`src/rtl/dwt_pkg.sv`:
```
// Shared definitions for the DWT output path: coefficient width default, band codes
// and the subband buffer state encoding.
package dwt_pkg;

    localparam int DWT_DATA_W = 8;

    localparam logic BAND_L = 1'b0;
    localparam logic BAND_H = 1'b1;

    typedef enum logic [1:0] {
        ST_FILL    = 2'd0,
        ST_DRAIN_L = 2'd1,
        ST_DRAIN_H = 2'd2
    } buf_state_t;

endpackage

```
`src/rtl/dwt_band_ram.sv`:
```
// One band of frame storage: synchronous write, asynchronous read, no reset.
module dwt_band_ram #(
    parameter int DATA_W    = 8,
    parameter int FRAME_LEN = 32,
    parameter int ADDR_W    = $clog2(FRAME_LEN)
) (
    input  logic              clk,
    input  logic              we,
    input  logic [ADDR_W-1:0] waddr,
    input  logic [DATA_W-1:0] wdata,
    input  logic [ADDR_W-1:0] raddr,
    output logic [DATA_W-1:0] rdata
);

    logic [DATA_W-1:0] mem [FRAME_LEN];

    always_ff @(posedge clk) begin
        if (we) mem[waddr] <= wdata;
    end

    assign rdata = mem[raddr];

endmodule

```
`src/rtl/dwt_subband_buffer.sv`:
```
// Captures one frame of (L,H) coefficient pairs, then replays all L followed by
// all H on a valid/ready stream for the band-wise quantiser.
module dwt_subband_buffer
    import dwt_pkg::*;
#(
    parameter int DATA_W    = DWT_DATA_W,
    parameter int FRAME_LEN = 32,
    parameter int ADDR_W    = $clog2(FRAME_LEN)
) (
    input  logic              clk,
    input  logic              reset,
    input  logic              in_valid,
    input  logic [DATA_W-1:0] L_in,
    input  logic [DATA_W-1:0] H_in,
    output logic              in_ready,
    output logic [DATA_W-1:0] out_data,
    output logic              out_valid,
    input  logic              out_ready,
    output logic              out_band,
    output logic              out_last,
    output logic              overflow,
    input  logic              clr_ovf
);

    localparam logic [ADDR_W-1:0] LAST_IDX = ADDR_W'(FRAME_LEN - 1);

    buf_state_t        state, state_nxt;
    logic [ADDR_W-1:0] wr_idx, rd_idx;
    logic              wr_en, xfer, rd_at_last;
    logic [DATA_W-1:0] l_rd, h_rd;

    dwt_band_ram #(.DATA_W(DATA_W), .FRAME_LEN(FRAME_LEN), .ADDR_W(ADDR_W)) L_mem (
        .clk(clk), .we(wr_en), .waddr(wr_idx), .wdata(L_in), .raddr(rd_idx), .rdata(l_rd)
    );

    dwt_band_ram #(.DATA_W(DATA_W), .FRAME_LEN(FRAME_LEN), .ADDR_W(ADDR_W)) H_mem (
        .clk(clk), .we(wr_en), .waddr(wr_idx), .wdata(H_in), .raddr(rd_idx), .rdata(h_rd)
    );

    assign rd_at_last = (rd_idx == LAST_IDX);
    assign xfer       = out_valid && out_ready;

    always_ff @(posedge clk or negedge reset) begin
        if (!reset) begin
            state  <= ST_FILL;
            wr_idx <= '0;
            rd_idx <= '0;
        end else begin
            state <= state_nxt;
            if (wr_en) wr_idx <= (wr_idx == LAST_IDX) ? '0 : wr_idx + 1'b1;
            // Wrapping at the end of each band also leaves rd_idx at 0 for the next frame.
            if (xfer)  rd_idx <= rd_at_last ? '0 : rd_idx + 1'b1;
        end
    end

    // Outputs decode only from state, rd_idx and memory contents.
    always_comb begin
        state_nxt = state;
        in_ready  = 1'b0;
        wr_en     = 1'b0;
        out_valid = 1'b0;
        out_band  = BAND_L;
        out_last  = 1'b0;
        out_data  = '0;
        case (state)
            ST_FILL: begin
                in_ready = 1'b1;
                wr_en    = in_valid;
                if (in_valid && wr_idx == LAST_IDX) state_nxt = ST_DRAIN_L;
            end
            ST_DRAIN_L: begin
                out_valid = 1'b1;
                out_data  = l_rd;
                if (out_ready && rd_at_last) state_nxt = ST_DRAIN_H;
            end
            ST_DRAIN_H: begin
                out_valid = 1'b1;
                out_band  = BAND_H;
                out_data  = h_rd;
                out_last  = rd_at_last;
                if (out_ready && rd_at_last) state_nxt = ST_FILL;
            end
            default: state_nxt = ST_FILL;
        endcase
    end

    always_ff @(posedge clk or negedge reset) begin
        if (!reset)                    overflow <= 1'b0;
        else if (in_valid && !in_ready) overflow <= 1'b1;
        else if (clr_ovf)              overflow <= 1'b0;
    end

endmodule

```
`config.mk`:
```
export PLATFORM = sky130hd
export DESIGN_NAME = dwt_subband_buffer
export DESIGN_NICKNAME = d
export VERILOG_FILES = /design/src/rtl/dwt_pkg.sv /design/src/rtl/dwt_band_ram.sv /design/src/rtl/dwt_subband_buffer.sv
export SDC_FILE = /design/constraint.sdc
export NUM_CORES = 1
export LEC_CHECK = 0
export ABC_AREA = 0
export CORE_MARGIN = 3
export CORE_UTILIZATION = 60
export DETAILED_ROUTE_END_ITERATION = 8
export PLACE_DENSITY = 0.87
export REMOVE_ABC_BUFFERS = 1
export SLEW_MARGIN = 5
export SYNTH_ARGS = -nofsm -noshare
export SYNTH_HDL_FRONTEND = slang
export SYNTH_SLANG_ARGS = --single-unit
export TNS_END_PERCENT = 100
```
`constraint.sdc`:
```
create_clock -name clk -period 9.3 [get_ports clk]
set_input_delay 1.86 -clock clk [delete_from_list [all_inputs] [get_ports clk]]
set_output_delay 1.86 -clock clk [all_outputs]
set_load 0.1 [all_outputs]
```
==> out/results.tsv <==
metric	value	unit
die_h	191	um
synth_top_flop_cell	edfxtp_1	
rsz0062_at_grt	no	
grt_max_degree	60	
path_cells	nand3_1 -> o221ai_1 -> a211oi_1 -> a211oi_1 -> a21o_1 -> clkdlybuf4s50_1	
fin_crit	6.54	ns
path_clk_slew	0.06	ns
via_per_inst	7.08	
synth_top_area_cell	edfxtp_1	
die_w	191	um
worstSetupStartpoint	rd_idx[1]$_DFFE_PN0P_	
finalWorstSetupSlack	2.76	ns
hold_depth	2	
cp.depth	6	
seqCellArea	15700	um2
path_delay_family	compound AO/OA/AOI/OAI gates	
clock-root-buffer	clkbuf_16	
cp.required	7.44	ns
crit_buf_inv	1	
syn_area_per_cell	20.9	um2
final_net_count	1089	
relSlewSlack	0.0981	
numCtsBuffers	49	
cp_data_arrival_time	4.68	ns
cts.path.max_buffers	3	
grt_pass1_wl	74.0	mm
cts_resized	0	
grt_pass1_vias	10900	
drive_gt1_frac	0.205	
yosys-top-cells-count	edfxtp_1, mux4_2, mux2i_1	
h-tree-depth	2	
ios	34	
hold_violations	0	
period_share	0.703	
drtPass1Iterations	6	
r2r-end	state[0]$_DFFE_PN0P_	
drtIter0Drc	2026	
cts_hold_buf	0	
ant_nets	0	
cp_slowest_cell	clkdlybuf4s50_1	
status	finished, final reports clean	
finClkSkew	0.0202	ns
antenna_found_initial	0	
clock_latency	0.57	ns
synth_top_area_share	0.752	
track_usage	0.283	
synth.most_common_cell	edfxtp_1	
start_util	0.619	
cp-start-kind	flip-flop	
cp_common_cell	a211oi_1	
reg2regPathDepth	7	
cts_tree	done	
r2r-start	rd_idx[1]$_DFFE_PN0P_	
synth_cell_types	38	
antennaDiodeCount	0	
hpwl	27.0	mm
worstSetupEndpoint	out_data[3]	
die_area	36300	um2
worst-path-max-fanout	52	
leakage	0.00753	uW
synth_cells	979	
max-cap-violations	0	
cpPeakStageDelay	1.13	ns
fin_util	0.695	
portBuffers	33	
synth_edf_count	512	
gp_congestion	0.896	
drt-total-wl	49.8	mm
wl_per_cell	32.4	um
gr-total-overflow	0	
dp_slack	3.45	ns
peakVddDrop	0.000261	V
rows	66	
hold_path.class	flip-flop to flip-flop	
yosys_warnings	0	
vias	10900	
worstSetupPathType	flip-flop to primary output	
drc	0	
clock-sinks	525	
core	33000	um2
tightest_slew	1.35	ns
yosysSeqAreaShare	0.768	
ys_seq_elements	525	
post_cts_buffers	0	
netlist_area	20400	um2
clock.fmax	153	MHz
worst-r2r-setup-slack	6.20	ns
p_per_area	281	nW/um2
area_delta_synth_final	12.3	%
end_kind	primary output	
nFillCells	1840	
drv_slew	0	
multi_input_area	4390	um2
synth.area.top_cells	edfxtp_1, mux4_2, mux2i_1, dfrtp_1, a211oi_1	
async_flop_share	0.0248	
finalSetupViolations	0	
## how the worst min path moves through the flow
| stage | start | endpoint | slack [ns] |
|---|---|---|---|
| after floorplan | wr_idx[0]$_DFFE_PN0P_ | wr_idx[0]$_DFFE_PN0P_ | 0.55 |
| after global placement | overflow$_DFFE_PN0P_ | overflow$_DFFE_PN0P_ | 0.51 |
| after detailed placement | overflow$_DFFE_PN0P_ | overflow$_DFFE_PN0P_ | 0.55 |
| after CTS | overflow$_DFFE_PN0P_ | overflow$_DFFE_PN0P_ | 0.55 |
| after global routing | overflow$_DFFE_PN0P_ | overflow$_DFFE_PN0P_ | 0.56 |
| final | overflow$_DFFE_PN0P_ | overflow$_DFFE_PN0P_ | 0.54 |
## through the flow
stage / power (uW) / setup TNS, ns / std cells / hold WS [ns] / area, um2
after global routing: 6600 / 0 / 1536 / 0.562 / 22900
after CTS: 6420 / 0 / 1536 / 0.555 / 23000
final: 6440 / 0 / 1536 / 0.538 / 22900
after detailed placement: 4440 / 0 / 1448 / 0.545 / 21400
after global placement: 4400 / 0 / 1448 / 0.511 / 21400
after floorplan: 4100 / -1.65 / 925 / 0.546 / 20100
## layout by cell type (no fill, tap or decap), drive strengths merged, types with 3 or more instances in the layout
cell	n
a211oi	32
a21o	9
a21oi	19
a22o	8
a22oi	24
and3	3
buf	50
bufinv	5
clkbuf	59
clkdlybuf4s50	31
clkinv	20
clkinvlp	3
dfrtp	13
edfxtp	512
ha	11
inv	7
mux2	5
mux2i	64
mux4	96
nand2	18
nand3	7
nand3b	5
nor2	36
o21ai	8
o221ai	16
o22ai	17
or3b	3
## power by group
group	internal, uW	switching [uW]	total (uW)
logic	616	935	1550
registers	2750	154	2910
clock network	1140	841	1980
total	4510	1930	6440
## sequential cells by signal, indices dropped and copies added (netlist names)
signal / cells
H_mem.mem: 256
L_mem.mem: 256
overflow: 1
rd_idx: 5
state: 2
wr_idx: 5
## worst min-delay path: stages (launching register included)
cell     delay [ns]
dfrtp_1        0.38
inv_1          0.05
o22ai_1        0.06
## routing by layer
| layer | vias to the layer above | wire [um] | GRT usage |
|---|---|---|---|
| met4 | 0 | 2850 | 0.124 |
| li1 | 4255 | - | - |
| met1 | 5440 | 16800 | 0.394 |
| met3 | 209 | 6330 | 0.0625 |
| met5 | - | 0 | 0 |
| met2 | 966 | 23800 | 0.440 |
## kinds of logic (layout without fill, tap and decap cells)
group,count (synthesis),after routing,synth area share
DFF,525,525,0.768
muxes,165,165,0.141
AOI/OAI and AO/OA,136,136,0.0470
and+or+nand+nor,82,82,0.0187
buffers and inverters,60,175,0.0184
adders and majority gates,11,11,0.00673
## area by class of cell
class / count / share of cell area
Sequential cell: 525 / 0.684
Multi-Input combinational cell: 394 / 0.191
Clock buffer: 59 / 0.0569
Timing Repair Buffer: 81 / 0.0302
Tap cell: 442 / 0.0241
Clock inverter: 29 / 0.0122
Inverter: 6 / 0.000981
Note: power is estimated with default switching activity, not from simulation.
